==> config.mk <==
export PLATFORM = sky130hd
export DESIGN_NAME = toeplitz_acc
export DESIGN_NICKNAME = d
export VERILOG_FILES = /design/src/rtl/toeplitz_acc.sv
export SDC_FILE = /design/constraint.sdc
export NUM_CORES = 1
export LEC_CHECK = 0
export CORE_ASPECT_RATIO = 0.7
export CORE_MARGIN = 2
export CORE_UTILIZATION = 25
export DETAILED_ROUTE_END_ITERATION = 16
export GPL_ROUTABILITY_DRIVEN = 0
export PLACE_DENSITY_LB_ADDON = 0.12
export SYNTH_ARGS = -nofsm -noshare
export SYNTH_HDL_FRONTEND = slang
export SYNTH_SLANG_ARGS = --single-unit
==> constraint.sdc <==
create_clock -name clk -period 2.6 [get_ports clk]
set_input_delay 0.52 -clock clk [delete_from_list [all_inputs] [get_ports clk]]
set_output_delay 0.52 -clock clk [all_outputs]
set_load 0.03 [all_outputs]
==> src/rtl/toeplitz_acc.sv <==
// Streaming Toeplitz hash: column j is XORed into the accumulator when input bit j is set.
// Define TOEPLITZ_ACC_OVERLAP_EN to keep accumulating the next block while the hash is held.
module toeplitz_acc #(
    parameter int unsigned BS = 64,
    parameter int unsigned N  = 256,
    parameter int unsigned L  = 128
) (
    input  logic          clk,
    input  logic          reset,
    input  logic [BS-1:0] din,
    input  logic          din_valid,
    output logic          din_ready,
    input  logic [L-1:0]  col,
    input  logic          col_valid,
    output logic          col_ready,
    output logic [L-1:0]  hash,
    output logic          hash_valid,
    input  logic          hash_ready
);

    localparam int unsigned JW = (N > 1) ? $clog2(N) : 1;
    localparam int unsigned BW = (BS > 1) ? $clog2(BS) : 1;
    localparam logic [JW-1:0] JLast = JW'(N - 1);
    localparam logic [BW-1:0] BLast = BW'(BS - 1);

    if (N % BS != 0) begin : gen_bad_n
        $error("toeplitz_acc: N must be a multiple of BS");
    end

    typedef enum logic [1:0] {StIdle, StAcc, StOut} state_e;

    state_e        state_q;
    logic [BS-1:0] word_q;
    logic [BW-1:0] b_q;
    logic [JW-1:0] j_q;
    logic [L-1:0]  acc_q;
    logic [L-1:0]  hash_q;
    logic          hash_valid_q;

    logic          last_col;
    logic          last_bit;
    logic          col_hs;
    logic          din_hs;
    logic          hash_hs;
    logic [L-1:0]  acc_upd;

    assign last_col = (j_q == JLast);
    assign last_bit = (b_q == BLast);

`ifdef TOEPLITZ_ACC_OVERLAP_EN
    // Only the block-completing column must wait for the previous hash to drain.
    assign col_ready = (state_q == StAcc) && !(last_col && hash_valid_q);
`else
    assign col_ready = (state_q == StAcc);
`endif

    assign col_hs    = col_valid && col_ready;
    // Refill on the last bit of a word so consecutive words stream without a bubble.
    assign din_ready = reset && ((state_q == StIdle) || (col_hs && last_bit && !last_col));
    assign din_hs    = din_valid && din_ready;
    assign hash_hs   = hash_valid_q && hash_ready;
    assign acc_upd   = word_q[b_q] ? (acc_q ^ col) : acc_q;

    assign hash       = hash_q;
    assign hash_valid = hash_valid_q;

    always_ff @(posedge clk or negedge reset) begin
        if (!reset) begin
            state_q      <= StIdle;
            word_q       <= '0;
            b_q          <= '0;
            j_q          <= '0;
            acc_q        <= '0;
            hash_q       <= '0;
            hash_valid_q <= 1'b0;
        end else begin
            if (hash_hs) begin
                hash_valid_q <= 1'b0;
`ifndef TOEPLITZ_ACC_OVERLAP_EN
                acc_q   <= '0;
                state_q <= StIdle;
`endif
            end

            if (din_hs) begin
                word_q  <= din;
                state_q <= StAcc;
            end

            if (col_hs) begin
                b_q <= last_bit ? '0 : b_q + 1'b1;
                j_q <= last_col ? '0 : j_q + 1'b1;
                if (last_col) begin
                    hash_q       <= acc_upd;
                    hash_valid_q <= 1'b1;
                    acc_q        <= '0;
`ifdef TOEPLITZ_ACC_OVERLAP_EN
                    state_q <= StIdle;
`else
                    state_q <= StOut;
`endif
                end else begin
                    acc_q <= acc_upd;
                    if (last_bit && !din_hs) begin
                        state_q <= StIdle;
                    end
                end
            end
        end
    end

endmodule

==> results_dict.tcl, run 1 <==
set metrics [dict create \
    yosys_warnings 0 \
    ios 328 \
    arrival_ns 3.11 \
    cts_hold_buf 0 \
    synth_compound_area_share_pct 17.6 \
    maxSlewViolCount 0 \
    clk_pin_slew_worst_paths_ns 0.06 \
    hold_path_class "input port to asynchronous set/reset pin" \
    max_freq_mhz 375 \
    endpoint_kind "register" \
    crit_fanout 8 \
    grt_start_max_net_pins 132 \
    vias_per_cell 5.05 \
    dr.pass1.iters 5 \
    grt_pass1_wl_um 90700 \
    r2r_cells 11 \
    h-tree-depth 2 \
    maxCapViolations 0 \
    synth_area_leader_cell "dfrtp_1" \
    synth_most_common_cell "dfrtp_1" \
    dieArea_um2 71800 \
    synth_area_leaders "dfrtp_1 48%, o32ai_1 6.3%, nand2_1 6.0%" \
    cts.path.max_buffers 3 \
    clock_skew_ns 0.0154 \
    synth_fp_nets 2050 \
    worstMarginPinSlew_ns 0.868 \
    synthAdderAreaFrac_pct 0.144 \
    outcome "finished with violations" \
    async_reset_ff_share_pct 100 \
    static-leakage-power_nw 10.6 \
    timing.rr.end "acc_q[100]" \
    rows 80 \
    dieHeight_um 225 \
    synth_xor_area_share_pct 0.302 \
    r2r-start "b_q[0]" \
    synth_flop_cell "dfrtp_1" \
    reg2reg_slack_ns -0.06 \
    wl_per_cell_um 19.2 \
    cp_common_cell "buf_12" \
    yosysTopAreaCellShare_pct 48.5 \
    yosysSeqAreaShare_pct 48.5 \
    rsz0062_at_grt "yes" \
    synth_top_family_by_area "simple AND/OR/NAND/NOR gates" \
    clk_latency_ns 0.55 \
    critical_path.cell_chain "buf_12 -> buf_12 -> mux4_2 -> a22oi_2 -> nand4_1 -> nand3_4 -> or4_4 -> buf_12 -> buf_4 -> buf_6 -> o32ai_2" \
    cts.sinks 337 \
    fin_crit_ns 2.66 \
    worst-path-buf-inv 5 \
    setup_ws_ns -0.0638 \
    drt_iter0_drc 859 \
    ir_drop_v 0.000794 \
    finalHoldViolCount 0 \
    place_inst 3028 \
    start_kind "register" \
    synthMuxAreaShare_pct 6.18 \
    synth.cells.most_frequent "337 x dfrtp_1, 278 x nand2_1, 135 x nor2_1, 132 x nor3_1, 131 x a31oi_1" \
    criticalPathCategory "register to register" \
    synth_cell_types 43 \
    syn_inst 1851 \
    final_cells 3132 \
    max_slew_margin_pct 42.1 \
    cpMaxStageDelayCell "or4_4" \
    area_growth_pct 43.4 \
    wl_um 60200 \
    grt_use_total_pct 15.9 \
    antenna_found_initial 8 \
    dp_hpwl_um 38500 \
    ant_nets 0 \
    die_w_um 319 \
    setup_viol 25 \
    cts-root-buf "clkbuf_16" \
    drive_gt1_share_pct 17.6 \
    max_stage_delay_ns 0.46 \
    yosys.area_share.simple_pct 19.6 \
    final.period_utilization_pct 102 \
    synthesis.area_um2 17400 \
    drc 0 \
    core-area_um2 68500 \
    nets 2398 \
    start_util_pct 25.4 \
    cts_made_buffers 40 \
    syn_area_per_cell_um2 9.40 \
    grt_overflow 0 \
    fin_tns_setup_ns -0.296 \
    port_buffers 327 \
    grt_pass1_vias 15257 \
    synth-edff-count 0 \
    cpLargestDelayFamily "buffers and inverters" \
    cp_data_required_time_ns 3.05 \
    synth-seq-cells 337 \
    violations "setup timing" \
    num_vias 15820 \
    power_density_nw_per_um2 1110 \
    cts_tree "done" \
]
through the flow:
stage	util [%]	setup WS (ns)	area, um2	hold slack [ns]	total power [mW]
final	36.5	-0.0638	25000	0.0710	27.7
after global routing	36.5	-0.157	25000	0.140	29.7
after CTS	35.1	-0.0557	24100	0.114	26.0
after detailed placement	32.9	-0.131	22500	0.459	19.6
after global placement	32.9	-0.137	22500	0.463	19.3
after floorplan	-	0.0510	17400	0.224	15.3
how the worst max path moves through the flow:
stage / slack (ns) / depth (start not counted) / from / to
after floorplan: 0.05 / 7 / state_q[1] / hash[81]
after global placement: -0.14 / 11 / b_q[0] / hash[77]
after detailed placement: -0.13 / 11 / b_q[0] / hash[77]
after CTS: -0.06 / 8 / b_q[1] / din_ready
after global routing: -0.16 / 11 / b_q[0] / acc_q[100]
final: -0.06 / 11 / b_q[0] / acc_q[100]
where the power goes:
group | switching [mW] | total [mW] | internal, mW
combinational | 7.17 | 14.0 | 6.84
sequential | 1.29 | 8.07 | 6.77
clock | 2.37 | 5.59 | 3.22
total | 10.8 | 27.7 | 16.8
per-layer routing:
layer / global-route usage (%) / share of wire (%)
met2: 24.5 / 45
met3: 3.95 / 5.7
met4: 4.56 / 2.8
met1: 22.1 / 46
met5: 0 / 0.12
what timing repair did:
action	4_1_cts	5_1_grt
setup buffers	12	9
endpoints found under the setup margin	207	245
cloned	1	9
pin swaps	4	30
resized for setup	29	87
cells by family (layout without fill, tap and decap cells):
logic type | Yosys count | count (layout)
AOI/OAI and AO/OA | 411 | 411
and+or+nand+nor | 706 | 706
other | 0 | 3
buffers and inverters | 304 | 680
adders and majority gates | 2 | 2
muxes | 85 | 85
xor gates and xnor gates | 6 | 6
DFF | 337 | 337
placed cells by master, fill, tap and decap left out, drive strengths merged, types with 129 or more instances in the layout:
cell             n
a31oi          131
buf            147
clkdlybuf4s50  325
dfrtp          337
inv            132
nand2          278
nor2           135
nor3           132
o31ai          129
or4            130
state kept, by name (all words and copies together), names as in the netlist:
signal,flops
hash,128
acc_q,128
j_q,8
word_q,64
hash_valid,1
state_q,2
b_q,6
area by class of cell:
class | count | area (um2)
Tap cell | 902 | 1130
Clock buffer | 59 | 1170
Timing Repair Buffer | 480 | 5330
Clock inverter | 11 | 90.1
Fill cell | 6826 | 43500
Inverter | 130 | 488
Multi-Input combinational cell | 1210 | 8310
Sequential cell | 337 | 8430
Antenna cell | 3 | 7.51
Power figures use the tool's default switching activity.
==> run 2: changes to the inputs <==
--- a/config.mk
+++ b/config.mk
@@ -10,7 +10,6 @@
 export CORE_UTILIZATION = 25
 export DETAILED_ROUTE_END_ITERATION = 16
 export GPL_ROUTABILITY_DRIVEN = 0
-export PLACE_DENSITY_LB_ADDON = 0.12
 export SYNTH_ARGS = -nofsm -noshare
 export SYNTH_HDL_FRONTEND = slang
 export SYNTH_SLANG_ARGS = --single-unit
==> results_dict.tcl, run 2 (synthesis gave the netlist of run 1 again) <==
set metrics [dict create \
    outcome "finished with violations" \
    violations "setup timing" \
    endpoint_kind "register" \
    cts.sinks 337 \
    power_density_nw_per_um2 1190 \
    finalPower_mw 30.4 \
    layout_common_cells "333 x dfrtp_1, 325 x clkdlybuf4s50_1, 276 x nand2_1, 133 x nor2_1" \
    ir_drop_v 0.000677 \
    core-area_um2 68500 \
    wl_um 60400 \
    start_util_pct 25.4 \
    maxCapViolations 0 \
    clock_skew_ns 0.0192 \
    clk_latency_ns 0.56 \
    dr.pass1.iters 5 \
    h-tree-depth 2 \
    grt_pass1_vias 15598 \
    clk_pin_slew_worst_paths_ns 0.06 \
    grt_pass1_wl_um 86000 \
    dieArea_um2 71800 \
    place_inst 2984 \
    crit_fanout 7 \
    drive_gt1_share_pct 18.7 \
    switchingPower_mw 12.0 \
    grt_overflow 0 \
    p_int_mw 18.4 \
    hold_path_class "input port to asynchronous set/reset pin" \
    max_freq_mhz 362 \
    cts_tree "done" \
    static-leakage-power_nw 10.6 \
    finalHoldViolCount 0 \
    cts-root-buf "clkbuf_16" \
    final.period_utilization_pct 106 \
    power_frac_seq_pct 27.0 \
    criticalPathCategory "register to register" \
    ant_nets 0 \
    final_common_cell "dfrtp_1" \
    max_slew_margin_pct 39.7 \
    antenna_found_initial 5 \
    arrival_ns 3.21 \
    worstMarginPinSlew_ns 0.904 \
    dieHeight_um 225 \
    pre_cts_ws_ns -0.0556 \
    die_w_um 319 \
    setup_ws_ns -0.160 \
    drc 0 \
    num_vias 16131 \
    port_buffers 327 \
    area_growth_pct 46.7 \
    power_frac_comb_pct 53.9 \
    grt_use_total_pct 14.9 \
    cts.path.max_buffers 3 \
    cts_made_buffers 39 \
    fill_cells 6691 \
    grt_start_max_net_pins 120 \
    ios 328 \
    fin_crit_ns 2.76 \
    rows 80 \
    final_cells 3102 \
    maxSlewViolCount 0 \
    dp_hpwl_um 36200 \
    p_sw_share_pct 39.5 \
    wl_per_cell_um 19.5 \
    nets 2364 \
    drt_iter0_drc 1134 \
    setup_viol 214 \
    vias_per_cell 5.20 \
    start_kind "register" \
    pwr-share-clk_pct 19.1 \
    cp_data_required_time_ns 3.05 \
    reg2reg_slack_ns -0.16 \
    rsz0062_at_grt "yes" \
]
-- run 2: cell types whose count changed in the layout (fill, tap and decap cells not counted), sizes merged --
cell / delta
dlygate4sd3: +1
bufinv: +2
clkinvlp: +1
clkinv: -3
buf: -45
clkbuf: +12
diode: +2
-- run 2: stage by stage --
step | cell area (um2) | utilization, % | TNS (ns) | hold WS (ns)
after CTS | 23900 | 34.9 | -11.62 | 0.305
after global placement | 22100 | 32.3 | -0.0413 | 0.344
final | 25500 | 37.3 | -8.74 | 0.355
after floorplan | 17400 | - | 0 | 0.224
after detailed placement | 22100 | 32.3 | -0.608 | 0.343
after global routing | 25500 | 37.3 | -24.90 | 0.326
-- run 2: worst paths after layout --
kind	to	from	depth (start not counted)
max in group asynchronous	acc_q[71]	reset	3
min reg2reg	j_q[6]	j_q[6]	1
max reg2reg	acc_q[65]	b_q[1]	11
max	acc_q[65]	b_q[1]	11
min in group clk	j_q[6]	j_q[6]	1
min	b_q[1]	reset	2
-- run 2: what timing repair did --
action | 4_1_cts | 5_1_grt
hold buffers | 1 | 0
gates resized for setup | 42 | 151
setup endpoints to repair | 154 | 256
pin swaps | 38 | 38
gates cloned | 3 | 23
buffers inserted | 10 | 6
endpoints found under the hold margin | 3 | 0
-- run 2: area by class of cell --
cell class,count,area [um2],share of cell area [%]
inverter,130,488,1.91
clock inverter,11,158,0.617
antenna,5,12.5,0.0490
sequential,337,8440,33.0
timing repair buffer,447,5280,20.7
clock buffer,60,1180,4.61
multi-input combinational,1210,8860,34.7
tap,902,1130,4.42
-- run 2: power groups by stage --
stage | combinational, mW | clock, mW | sequential, mW
final | 16.4 | 5.81 | 8.23
after global routing | 17.6 | 6.20 | 8.47
after CTS | 11.8 | 5.97 | 8.01
after detailed placement | 10.9 | 0 | 8.11
after global placement | 10.4 | 0 | 7.98
after floorplan | 7.56 | 0 | 7.70
-- run 2: per-layer routing --
layer	global-route usage (%)	share of wire [%]	vias to the layer above
li1	-	-	7477
met1	19.3	43	8074
met2	24.2	48	462
met3	3.58	6.1	118
met4	5.26	2.8	0
met5	0	0	-
-- run 2: critical path, cell delays in order (launching register included) --
cell     delay, ns
dfrtp_1       0.41
buf_12        0.14
buf_8         0.13
mux2i_2       0.14
or4_4         0.43
nand4_4       0.11
nand3_4       0.10
or4_4         0.46
buf_12        0.17
buf_12        0.13
buf_16        0.15
o32ai_2       0.26
